--- src/rtl/frame_stream_pkg.sv ---
// frame_stream_pkg
// Shared types and constants for the compressed-frame read side.
//   fsr_state_e : reader FSM states (3-bit encoding)
//   PIX_W       : output pixel width
//   BYTE_W      : frame-buffer byte width
//   pack_pixel  : joins two consecutive stream bytes into one pixel
package frame_stream_pkg;

  localparam int PIX_W  = 16;
  localparam int BYTE_W = 8;

  typedef enum logic [2:0] {
    ST_IDLE    = 3'd0,
    ST_START   = 3'd1,
    ST_WAIT    = 3'd2,
    ST_STREAM  = 3'd3,
    ST_DISCARD = 3'd4,
    ST_DRAIN   = 3'd5,
    ST_DONE    = 3'd6
  } fsr_state_e;

  // The first byte of a pair is the most significant half of the pixel.
  function automatic logic [PIX_W-1:0] pack_pixel(input logic [BYTE_W-1:0] hi_byte,
                                                  input logic [BYTE_W-1:0] lo_byte);
    return {hi_byte, lo_byte};
  endfunction

endpackage

--- src/rtl/frame_xy_counter.sv ---
// frame_xy_counter
// Tracks the (x, y) position of the next pixel to be packed in a frame.
// Ports:
//   clock, reset_n : clock and asynchronous active-low reset
//   clear          : synchronous return to (0,0); wins over step
//   step           : advance one pixel position
//   sof            : current position is (0,0)
//   eol            : current position is the last pixel of a line
//   last_pixel     : current position is the last pixel of the frame
module frame_xy_counter
  import frame_stream_pkg::*;
#(
  parameter int H_PIXELS = 240,
  parameter int V_LINES  = 240
) (
  input  logic clock,
  input  logic reset_n,
  input  logic clear,
  input  logic step,
  output logic sof,
  output logic eol,
  output logic last_pixel
);

  // A single-line frame still needs a 1-bit y register.
  localparam int XW = (H_PIXELS > 1) ? $clog2(H_PIXELS) : 1;
  localparam int YW = (V_LINES  > 1) ? $clog2(V_LINES)  : 1;
  localparam logic [XW-1:0] X_LAST = XW'(H_PIXELS - 1);
  localparam logic [YW-1:0] Y_LAST = YW'(V_LINES - 1);

  logic [XW-1:0] x_r;
  logic [YW-1:0] y_r;

  // Position register: x wraps per line, y saturates on the last line.
  always_ff @(posedge clock or negedge reset_n) begin
    if (!reset_n) begin
      x_r <= '0;
      y_r <= '0;
    end else if (clear) begin
      x_r <= '0;
      y_r <= '0;
    end else if (step) begin
      if (x_r == X_LAST) begin
        x_r <= '0;
        if (y_r != Y_LAST) begin
          y_r <= y_r + YW'(1);
        end else begin
          y_r <= y_r;
        end
      end else begin
        x_r <= x_r + XW'(1);
        y_r <= y_r;
      end
    end else begin
      x_r <= x_r;
      y_r <= y_r;
    end
  end

  assign sof        = (x_r == '0) && (y_r == '0);
  assign eol        = (x_r == X_LAST);
  assign last_pixel = (x_r == X_LAST) && (y_r == Y_LAST);

endmodule

--- src/rtl/frame_stream_reader.sv ---
// frame_stream_reader
// Pulls one compressed frame from the frame buffer on request, packs byte
// pairs into 16-bit pixels and streams them downstream with valid/ready,
// bounding the frame to H_PIXELS x V_LINES pixels.
// Ports:
//   clock, reset_n          : clock, asynchronous active-low reset
//   inter_reset             : synchronous active-low soft reset
//   frame_trigger           : start one frame (only honoured in IDLE)
//   decompress_start        : one-cycle kick to the frame buffer
//   enc_data_req            : byte consume strobe (combinational)
//   enc_rd_data_ready/out   : frame buffer byte and its valid
//   enc_rd_data_out_finish  : pulse after the last byte was consumed
//   pix_data/valid/ready    : pixel stream, {first byte, second byte}
//   pix_sof, pix_eol        : pixel (0,0) / last pixel of a line
//   busy, frame_done        : activity and end-of-frame pulse
//   short_err, long_err     : sticky frame length errors
module frame_stream_reader
  import frame_stream_pkg::*;
#(
  parameter int H_PIXELS = 240,
  parameter int V_LINES  = 240
) (
  input  logic              clock,
  input  logic              reset_n,
  input  logic              inter_reset,
  input  logic              frame_trigger,
  output logic              decompress_start,
  output logic              enc_data_req,
  input  logic              enc_rd_data_ready,
  input  logic [BYTE_W-1:0] enc_rd_data_out,
  input  logic              enc_rd_data_out_finish,
  output logic [PIX_W-1:0]  pix_data,
  output logic              pix_valid,
  input  logic              pix_ready,
  output logic              pix_sof,
  output logic              pix_eol,
  output logic              busy,
  output logic              frame_done,
  output logic              short_err,
  output logic              long_err
);

  fsr_state_e        state_r;
  fsr_state_e        state_nx_s;

  logic              req_s;
  logic              take_s;
  logic              start_s;
  logic              set_short_s;
  logic              set_long_s;
  logic              pix_room_s;
  logic              pack_s;
  logic              accept_s;
  logic              xy_clear_s;
  logic              xy_sof_s;
  logic              xy_eol_s;
  logic              last_pixel_s;

  logic              phase_r;
  logic              complete_r;
  logic [BYTE_W-1:0] hi_byte_r;
  logic [PIX_W-1:0]  pix_data_r;
  logic              pix_valid_r;
  logic              pix_sof_r;
  logic              pix_eol_r;
  logic              decompress_start_r;
  logic              busy_r;
  logic              frame_done_r;
  logic              short_err_r;
  logic              long_err_r;

  // A new byte may only be taken when the pixel register is free or being emptied.
  assign pix_room_s = !pix_valid_r || pix_ready;
  assign pack_s     = take_s && phase_r;
  assign accept_s   = pix_valid_r && pix_ready;
  assign xy_clear_s = start_s || !inter_reset;

  frame_xy_counter #(
    .H_PIXELS (H_PIXELS),
    .V_LINES  (V_LINES)
  ) u_xy (
    .clock      (clock),
    .reset_n    (reset_n),
    .clear      (xy_clear_s),
    .step       (pack_s),
    .sof        (xy_sof_s),
    .eol        (xy_eol_s),
    .last_pixel (last_pixel_s)
  );

  // Next-state, byte request and error-set decode.
  always_comb begin
    state_nx_s  = state_r;
    req_s       = 1'b0;
    take_s      = 1'b0;
    start_s     = 1'b0;
    set_short_s = 1'b0;
    set_long_s  = 1'b0;
    case (state_r)
      ST_IDLE: begin
        if (frame_trigger) begin
          start_s    = 1'b1;
          state_nx_s = ST_START;
        end else begin
          state_nx_s = ST_IDLE;
        end
      end
      ST_START: begin
        state_nx_s = ST_WAIT;
      end
      // The first byte is taken on the same cycle ready is seen, so the
      // first pixel lands two cycles after the buffer becomes ready.
      ST_WAIT: begin
        if (enc_rd_data_ready) begin
          req_s      = pix_room_s;
          take_s     = pix_room_s;
          state_nx_s = ST_STREAM;
        end else if (enc_rd_data_out_finish) begin
          set_short_s = 1'b1;
          state_nx_s  = ST_DRAIN;
        end else begin
          state_nx_s = ST_WAIT;
        end
      end
      // Once the last pixel is packed, a finish in the following cycle is
      // normal completion; a byte still offered there means a long frame.
      ST_STREAM: begin
        if (complete_r) begin
          if (enc_rd_data_ready) begin
            set_long_s = 1'b1;
            if (enc_rd_data_out_finish) begin
              state_nx_s = ST_DRAIN;
            end else begin
              state_nx_s = ST_DISCARD;
            end
          end else begin
            state_nx_s = ST_DRAIN;
          end
        end else if (enc_rd_data_out_finish) begin
          set_short_s = 1'b1;
          state_nx_s  = ST_DRAIN;
        end else begin
          req_s      = enc_rd_data_ready && pix_room_s;
          take_s     = enc_rd_data_ready && pix_room_s;
          state_nx_s = ST_STREAM;
        end
      end
      ST_DISCARD: begin
        req_s = enc_rd_data_ready;
        if (enc_rd_data_out_finish) begin
          state_nx_s = ST_DRAIN;
        end else begin
          state_nx_s = ST_DISCARD;
        end
      end
      ST_DRAIN: begin
        if (!pix_valid_r) begin
          state_nx_s = ST_DONE;
        end else begin
          state_nx_s = ST_DRAIN;
        end
      end
      ST_DONE: begin
        state_nx_s = ST_IDLE;
      end
      default: begin
        state_nx_s = ST_IDLE;
      end
    endcase
  end

  // State register plus the outputs decoded from the next state.
  always_ff @(posedge clock or negedge reset_n) begin
    if (!reset_n) begin
      state_r            <= ST_IDLE;
      decompress_start_r <= 1'b0;
      busy_r             <= 1'b0;
      frame_done_r       <= 1'b0;
    end else if (!inter_reset) begin
      state_r            <= ST_IDLE;
      decompress_start_r <= 1'b0;
      busy_r             <= 1'b0;
      frame_done_r       <= 1'b0;
    end else begin
      state_r            <= state_nx_s;
      decompress_start_r <= (state_nx_s == ST_START);
      busy_r             <= (state_nx_s != ST_IDLE);
      frame_done_r       <= (state_nx_s == ST_DONE);
    end
  end

  // Byte phase, pending high byte, frame-complete flag and sticky errors.
  always_ff @(posedge clock or negedge reset_n) begin
    if (!reset_n) begin
      phase_r     <= 1'b0;
      complete_r  <= 1'b0;
      hi_byte_r   <= {BYTE_W{1'b0}};
      short_err_r <= 1'b0;
      long_err_r  <= 1'b0;
    end else if (!inter_reset) begin
      phase_r     <= 1'b0;
      complete_r  <= 1'b0;
      hi_byte_r   <= {BYTE_W{1'b0}};
      short_err_r <= 1'b0;
      long_err_r  <= 1'b0;
    end else if (start_s) begin
      phase_r     <= 1'b0;
      complete_r  <= 1'b0;
      short_err_r <= 1'b0;
      long_err_r  <= 1'b0;
    end else begin
      if (take_s) begin
        phase_r <= ~phase_r;
        if (!phase_r) begin
          hi_byte_r <= enc_rd_data_out;
        end
      end else if (set_short_s) begin
        // A half pixel left at a short finish is simply dropped.
        phase_r <= 1'b0;
      end
      if (pack_s && last_pixel_s) begin
        complete_r <= 1'b1;
      end
      if (set_short_s) begin
        short_err_r <= 1'b1;
      end
      if (set_long_s) begin
        long_err_r <= 1'b1;
      end
    end
  end

  // Output pixel register: loads on the second byte, holds until accepted.
  always_ff @(posedge clock or negedge reset_n) begin
    if (!reset_n) begin
      pix_data_r  <= {PIX_W{1'b0}};
      pix_valid_r <= 1'b0;
      pix_sof_r   <= 1'b0;
      pix_eol_r   <= 1'b0;
    end else if (!inter_reset) begin
      pix_data_r  <= {PIX_W{1'b0}};
      pix_valid_r <= 1'b0;
      pix_sof_r   <= 1'b0;
      pix_eol_r   <= 1'b0;
    end else if (pack_s) begin
      pix_data_r  <= pack_pixel(hi_byte_r, enc_rd_data_out);
      pix_valid_r <= 1'b1;
      pix_sof_r   <= xy_sof_s;
      pix_eol_r   <= xy_eol_s;
    end else if (accept_s) begin
      pix_valid_r <= 1'b0;
      pix_sof_r   <= 1'b0;
      pix_eol_r   <= 1'b0;
    end
  end

  assign enc_data_req     = req_s;
  assign decompress_start = decompress_start_r;
  assign pix_data         = pix_data_r;
  assign pix_valid        = pix_valid_r;
  assign pix_sof          = pix_sof_r;
  assign pix_eol          = pix_eol_r;
  assign busy             = busy_r;
  assign frame_done       = frame_done_r;
  assign short_err        = short_err_r;
  assign long_err         = long_err_r;

endmodule
--- config.mk ---
export PLATFORM = sky130hd
export DESIGN_NAME = frame_stream_reader
export DESIGN_NICKNAME = d
export VERILOG_FILES = /design/src/rtl/frame_stream_pkg.sv /design/src/rtl/frame_xy_counter.sv /design/src/rtl/frame_stream_reader.sv
export SDC_FILE = /design/constraint.sdc
export NUM_CORES = 1
export LEC_CHECK = 0
export BUFFER_PORTS_ARGS = -buffer_cell sky130_fd_sc_hd__buf_4
export CAP_MARGIN = 0
export CORE_MARGIN = 1
export CORE_UTILIZATION = 40
export DETAILED_ROUTE_END_ITERATION = 16
export MAX_ROUTING_LAYER = met4
export RECOVER_POWER = 25
export SLEW_MARGIN = 40
export SYNTH_ARGS = -nofsm -noshare
export SYNTH_HDL_FRONTEND = slang
export SYNTH_SLANG_ARGS = --single-unit
--- constraint.sdc ---
create_clock -name clock -period 2.55 [get_ports clock]
set_input_delay 0.255 -clock clock [delete_from_list [all_inputs] [get_ports clock]]
set_output_delay 0.255 -clock clock [all_outputs]
set_load 0.01 [all_outputs]
==> results.yml, run 1 <==
floorplanning:
  rows: 28
  die_w_um: 81.90
  initial_core_util_pct: 42.38
  die-area_sq_um: 6708
  fp.dieH_um: 81.90
  io-pin-count: 40
  core_area_sq_um: 6026
worst_setup_path:
  cp_data_arrival_time_ps: 2370
  cp-end-kind: "flop"
  critical_path.max_stage_delay_ps: 520
  cp-start-kind: "flop"
  cp_cell_sequence: "ha_1 -> and3_1 -> o211ai_2 -> or4_1 -> mux2_1"
  worst-path-max-fanout: 11
  rrSetupSlack_ps: 390
  cp.required_ps: 2760
  crit_slowest_cell: "or4_1"
  path_class: "flop to flop"
detailed_routing:
  dr.pass1.iters: 4
  routedWlPerCell_um: 15.29
  num_vias: 2114
  drt_iter0_markers: 105
  drc: 0
  vias_per_cell: 5.593
  wl_mm: 5.779
  ant_nets: 0
timing:
  skew_ps: 10.56
  maxSlewHeadroom_pct: 10.17
  rsz0062_at_grt: "no"
  fmax_ghz: 0.4632
  report.final.slew_viol_count: 0
  setup_viol: 0
  period_share_pct: 84.66
  post-route-min-period_ps: 2159
  worst_pin_slew_ps: 1347
  fin_tns_setup_ps: 0
  hold_viol: 0
clocking:
  clockBufferDepth: 2
  cts_buffers: 5
  clk_pin_slew_ps: 100
  cts_root_buf: "clkbuf_8"
  cts-htree-levels: 2
  hold_buffers: 0
  post_cts_buffers: 0
  cts_tree: "yes"
  cts_num_sinks: 53
  post_cts_resized: 0
  clk_latency_ps: 320
cells_and_area:
  drive_above_1_share_pct: 20.13
  final_cell_area_sq_um: 3028
  fin_cells: 378
  n_antenna_cell: 0
  final_cell_mix: "53 x dfrtp_1, 44 x nand2_1, 44 x buf_4, 38 x a21oi_1, 12 x nand3_1"
  area_delta_synth_final_pct: 18.57
  final_common_cell: "dfrtp_1"
  final_nets: 321
yosys:
  syn_area_per_cell_sq_um: 9.637
  syn_inst: 265
  synth_edf_count: 0
  synthArstFlopShare_pct: 100.0
  synth_warnings: 0
  ys_seq_elements: 53
  synth_top_cell_by_area: "dfrtp_1"
  synthDistinctLibCells: 50
  synth_nets: 284
  synth_area_sq_um: 2554
  synth.top_cell.area_share_pct: 51.94
  yosysSeqAreaShare_pct: 51.94
  synthFlopType: "dfrtp_1"
  ys_top_cells_by_area: "dfrtp_1 52%, a21oi_1 7.4%, nand2_1 6.5%"
flow_run:
  cap_violations: 0
worst_hold_path:
  hold_class: "primary input to flop"
placed_design:
  dpl.hpwl_mm: 4.013
  dp.cells: 370
  port-buffer-count: 39
  place.gp.congestion: 0.8006
  placed_area_sq_um: 2918
power:
  p_leak_nw: 1.322
  powerDensity_nw_per_um2: 529.3
  irDropWorstVdd_uv: 287.4
global_routing:
  grt_pass1_wl_mm: 9.611
  grt_overflow: 0
  grt_max_degree: 54
  first_global_vias: 1946
  antenna_found_initial: 0
  track_usage_pct: 19.55
outcome:
  status: "finished, final reports clean"
[per-stage QoR]
stage | utilization [%] | hold slack [ps] | setup slack (ps) | power [mW]
final | 50.25 | 161.9 | 391.2 | 1.603
after global routing | 50.25 | 150.2 | 267.2 | 1.679
after CTS | 50.29 | 0.6816 | 390.4 | 1.622
after detailed placement | 48.42 | 346.8 | 412.0 | 1.031
after global placement | 48.42 | 344.6 | 478.7 | 1.029
after floorplan | - | -40.59 | 730.4 | 0.9611
[worst max-delay path, delay by kind of cell (launching register included)]
family / cells / cell delay [ps]
compound gates: 1 / 250
fa+ha+maj: 1 / 170
flops: 1 / 400
mux: 1 / 320
simple gates: 2 / 920
[registers in the layout (all words and copies together), names as in the netlist, 3 cells and up]
| register | flops |
|---|---|
| state_r | 3 |
| u_xy.y_r | 8 |
| pix_data | 16 |
| u_xy.x_r | 8 |
| hi_byte_r | 8 |
[Yosys cell counts, types with 2 or more instances]
cell      count
a211oi_1      2
a21oi_1      38
a221oi_1      2
a22o_1        8
a311oi_1      2
a41oi_1       2
and2_1        2
and3_1        4
and4b_1       2
buf_1         4
buf_2         3
buf_4         2
clkbuf_1      6
dfrtp_1      53
ha_1          4
inv_1        10
nand2_1      44
nand2b_1      4
nand3_1      12
nand3b_1      2
nand4_1       4
nor2_1        6
nor2b_1       2
nor4b_1       2
o211a_1       2
o21a_1        2
o21ai_0       7
o31ai_1       5
or2_2         2
or4_1         7
[per-layer routing]
layer / share of wire [%] / GRT usage [%]
met2: 45 / 28.84
met4: 1.2 / 5.789
met5: 0 / -
met3: 4.0 / 4.000
met1: 50 / 26.98
[report_power, final]
part | leakage, nW | switching [mW] | internal [mW] | total (mW)
registers | 0.736 | 0.0185 | 0.854 | 0.873
clock network | 0.0585 | 0.297 | 0.295 | 0.591
logic | 0.528 | 0.0829 | 0.0555 | 0.138
total | 1.32 | 0.398 | 1.20 | 1.60
[kinds of logic after synthesis]
kind of cell / after synthesis / synth area share [%]
AOI/OAI and AO/OA: 77 / 19.50
xor gates and xnor gates: 1 / 0.3430
adders and majority gates: 4 / 1.960
buffers and inverters: 25 / 4.115
DFF: 53 / 51.94
muxes: 2 / 0.8819
and+or+nand+nor: 103 / 21.26
[path summary, 6_finish.rpt]
kind / cells after the start / start / to
setup / recovery: 5 / u_xy.x_r[1] / u_xy.y_r[7]
min in group asynchronous: 1 / reset_n / decompress_start
max in group asynchronous: 1 / reset_n / u_xy.x_r[0]
setup reg to reg: 5 / u_xy.x_r[1] / u_xy.y_r[7]
hold reg to reg: 1 / hi_byte_r[1] / hi_byte_r[1]
hold / removal: 2 / enc_rd_data_out[6] / hi_byte_r[6]
[layout make-up]
class                      instances  area [sq um]
fill                             576          2998
clock buffer                       5         68.82
clock inverter                     3         43.79
timing repair buffer              45         335.3
tap                               75         93.84
inverter                          10         37.54
sequential                        53          1326
multi-input combinational        187          1122
No activity file was read; power rests on OpenSTA's default activity.
==> run 2, diff against run 1 <==
clock period = 2.1 ns   (was 2.55 ns; I/O delays follow)
==> results.yml, run 2 (synthesis gave the netlist of run 1 again) <==
outcome:
  status: "finished, final reports clean"
timing:
  post-route-min-period_ps: 1934
  report.final.slew_viol_count: 0
  worst_pin_slew_ps: 1328
  period_share_pct: 92.08
  setup_viol: 0
  fmax_ghz: 0.5172
  maxSlewHeadroom_pct: 11.49
  timing.hold.ws_ps: 124.4
  hold_viol: 0
  skew_ps: 8.169
detailed_routing:
  vias_per_cell: 5.466
  drt_iter0_markers: 108
  dr.pass1.iters: 4
  wl_mm: 5.860
  routedWlPerCell_um: 15.10
  num_vias: 2121
  ant_nets: 0
  drc: 0
floorplanning:
  die_w_um: 81.90
  die-area_sq_um: 6708
  io-pin-count: 40
  rows: 28
  core_area_sq_um: 6026
  initial_core_util_pct: 42.38
  fp.dieH_um: 81.90
worst_hold_path:
  hold_class: "primary input to flop"
power:
  powerDensity_nw_per_um2: 592.1
  total_power_mw: 1.830
  irDropWorstVdd_uv: 310.5
  p_leak_nw: 1.361
clocking:
  cts-htree-levels: 2
  cts_tree: "yes"
  clockBufferDepth: 2
  cts_num_sinks: 53
  cts_root_buf: "clkbuf_8"
  clk_pin_slew_ps: 100
  cts_buffers: 5
  clk_latency_ps: 310
global_routing:
  grt_pass1_wl_mm: 9.501
  grt_overflow: 0
  first_global_vias: 1975
  track_usage_pct: 19.46
  antenna_found_initial: 0
  grt_max_degree: 54
cells_and_area:
  nFillCells: 579
  largest_register_ffs: 16
  area_delta_synth_final_pct: 21.02
  drive_above_1_share_pct: 22.36
  n_antenna_cell: 0
  final_cell_mix: "53 x dfrtp_1, 53 x buf_4, 44 x nand2_1, 38 x a21oi_1, 12 x nand3_1"
  final_nets: 331
worst_setup_path:
  cp_data_arrival_time_ps: 2170
  path_class: "flop to flop"
  cp-end-kind: "flop"
  cp.required_ps: 2340
  worst-path-max-fanout: 9
  cp-start-kind: "flop"
flow_run:
  cap_violations: 0
placed_design:
  dpl.hpwl_mm: 4.008
  port-buffer-count: 39
  place.gp.congestion: 0.8417
[run 2: cell types whose count changed in the layout (fill, tap and decap cells not counted)]
| cell | delta |
|---|---|
| buf_4 | +9 |
| bufinv_16 | -1 |
| clkinv_4 | +2 |
| dlygate4sd3_1 | +1 |
| inv_6 | -1 |
| nor3_2 | -1 |
| nor3_4 | +1 |
[run 2: layout make-up]
cell class                      instances  area, sq um  share of cell area, %
Clock inverter                          3        22.52                 0.7287
Tap cell                               75        93.84                  3.036
Clock buffer                            5        68.82                  2.227
Multi-Input combinational cell        187         1129                  36.52
Inverter                               10        37.54                  1.215
Timing Repair Buffer                   55        412.9                  13.36
Sequential cell                        53         1326                  42.91
[run 2: layer usage]
metal / up-vias / wire length [um] / track usage, %
met3: 5 / 203 / 4.000
met4: 0 / 55 / 5.263
li1: 1053 / - / -
met5: - / 0 / -
met1: 1019 / 2900 / 27.18
met2: 44 / 2700 / 28.60
[run 2: power by group]
part / total, mW / switching [mW] / internal, mW
Combinational: 0.188 / 0.110 / 0.0780
Sequential: 1.05 / 0.0167 / 1.04
Clock: 0.587 / 0.350 / 0.237
[run 2: worst paths after layout]
check	startpoint	to	slack (ps)	cells past startpoint
hold reg to reg	hi_byte_r[0]	hi_byte_r[0]	510	1
setup / recovery	complete_r	complete_r	170	4
hold / removal	enc_rd_data_out[1]	hi_byte_r[1]	120	2
max in group asynchronous	reset_n	pix_data[8]	580	2
setup reg to reg	complete_r	complete_r	170	4
min in group asynchronous	reset_n	short_err	730	2
[run 2: repair_timing]
item / in CTS / in global routing
resized for setup: 0 / 1
endpoints found under the setup margin: 0 / 7
buffers inserted: 0 / 0
hold buffers: 1 / 0
hold endpoints to repair: 53 / 0
[run 2: per-stage QoR]
step,setup slack (ps),util [%],TNS (ps),cells,instance area (sq um)
after floorplan,280.4,-,0,265,2554
after global placement,249.3,49.54,0,379,2985
after detailed placement,120.4,49.54,0,379,2985
after CTS,103.3,51.23,0,388,3087
after global routing,-12.81,51.29,-12.81,388,3090
final,166.4,51.29,0,388,3090
[run 2: critical path: stages (launching register included)]
cell,delay (ps)
dfrtp_1,460
o21ai_2,270
nand4_1,370
or4_1,620
a21oi_1,150
==> run 3, diff against run 2 <==
CORE_UTILIZATION = 38   (was 40)
==> results.yml, run 3 (synthesis gave the netlist of run 1 again) <==
placed_design:
  placed_area_sq_um: 2973
  place.gp.congestion: 0.8101
  dp.cells: 379
  dpl.hpwl_mm: 4.064
  port-buffer-count: 39
  dp_slack_ps: 210.9
clocking:
  cts_root_buf: "clkbuf_8"
  post_cts_buffers: 0
  cts_num_sinks: 53
  cts_tree: "yes"
  clockBufferDepth: 2
  clk_latency_ps: 310
  clk_pin_slew_ps: 100
  cts_buffers: 5
  post_cts_resized: 0
  cts-htree-levels: 2
timing:
  post-route-min-period_ps: 1923
  setup_viol: 0
  skew_ps: 3.822
  period_share_pct: 91.59
  worst_pin_slew_ps: 1319
  finalWorstSetupSlack_ps: 176.6
  fmax_ghz: 0.5199
  timing.hold.ws_ps: 125.3
  fin_tns_setup_ps: 0
  hold_viol: 0
  rsz0062_at_grt: "no"
  report.final.slew_viol_count: 0
  maxSlewHeadroom_pct: 12.04
floorplanning:
  core_area_sq_um: 6422
  rows: 29
  fp.dieH_um: 83.98
  die-area_sq_um: 7052
  die_w_um: 83.98
  initial_core_util_pct: 39.76
  io-pin-count: 40
cells_and_area:
  fin_util_pct: 48.43
  final_common_cell: "dfrtp_1"
  drive_above_1_share_pct: 21.22
  n_antenna_cell: 0
  register_area_sq_um: 1326
  area_delta_synth_final_pct: 21.80
  final_cell_area_sq_um: 3110
  final_cell_mix: "53 x dfrtp_1, 49 x buf_4, 44 x nand2_1, 38 x a21oi_1, 12 x nand3_1"
  final_nets: 329
  largest_register_ffs: 16
  nFillCells: 634
  multiInputGateArea_sq_um: 1122
  fin_cells: 388
worst_setup_path:
  path_class: "flop to flop"
  worst-path-max-fanout: 10
  cp-start-kind: "flop"
  cp_cell_sequence: "and2b_1 -> nand4_1 -> or4_1 -> a21oi_1"
  crit_slowest_cell: "or4_1"
  critPathBufInv: 0
  crit_family: "simple AND/OR/NAND/NOR gates"
  cp-end-kind: "flop"
  cp_data_arrival_time_ps: 2160
  cp.required_ps: 2340
  critical_path.max_stage_delay_ps: 620
global_routing:
  grt_pass1_wl_mm: 10.12
  track_usage_pct: 18.45
  grt_max_degree: 54
  first_global_vias: 2047
  grt_overflow: 0
  antenna_found_initial: 0
power:
  total_power_mw: 2.067
  irDropWorstVdd_uv: 363.8
  p_leak_nw: 1.363
  powerDensity_nw_per_um2: 664.5
detailed_routing:
  dr.pass1.iters: 11
  drt_iter0_markers: 83
  num_vias: 2130
  ant_nets: 0
  drc: 6
  vias_per_cell: 5.490
  routedWlPerCell_um: 14.92
  wl_mm: 5.789
outcome:
  status: "complete, but fails checks"
  failed_checks: "DRC"
flow_run:
  cap_violations: 0
worst_hold_path:
  hold_class: "primary input to flop"
run 3: cell count changes in the layout (fill, tap and decap cells not counted), sizes merged:
cell | previous run | this run
buf | 53 | 49
bufinv | 0 | 2
clkbuf | 6 | 8
clkinv | 3 | 0
inv | 10 | 11
run 3: timing repair:
action / CTS / global route
hold endpoints to repair: 53 / 0
setup endpoints to repair: 0 / 0
hold buffers: 1 / 0
run 3: path summary, 6_finish.rpt:
check	from	to	slack [ps]	depth (start not counted)
max	state_r[1]	complete_r	180	4
min	enc_rd_data_out[6]	hi_byte_r[6]	130	2
max reg2reg	state_r[1]	complete_r	180	4
min reg2reg	hi_byte_r[3]	hi_byte_r[3]	510	1
max in group asynchronous	reset_n	hi_byte_r[1]	590	2
min in group asynchronous	reset_n	long_err	730	2
run 3: final cells by class:
class / count / share of cell area [%]
sequential: 53 / 42.64
clock inverter: 3 / 2.212
tap: 77 / 3.097
inverter: 10 / 1.207
clock buffer: 5 / 2.212
multi-input combinational: 187 / 36.08
timing repair buffer: 53 / 12.55
run 3: worst register-to-register path: cells and delay by family (launching register included):
family             cells  cell delay, ps
AOI/OAI and AO/OA      1             150
DFF                    1             500
and+or+nand+nor        3            1210
run 3: power by group:
| part | leakage (nW) | internal [mW] | switching, mW | total [mW] |
|---|---|---|---|---|
| Combinational | 0.558 | 0.0736 | 0.107 | 0.180 |
| Clock | 0.0687 | 0.480 | 0.350 | 0.830 |
| Sequential | 0.736 | 1.04 | 0.0187 | 1.06 |
run 3: metal layers:
metal,vias up,GRT usage (%),part of all wire (%)
met4,0,4.232,1.4
met3,9,4.253,3.8
met5,-,-,0
met2,40,26.68,43
li1,1051,-,-
met1,1030,26.32,51
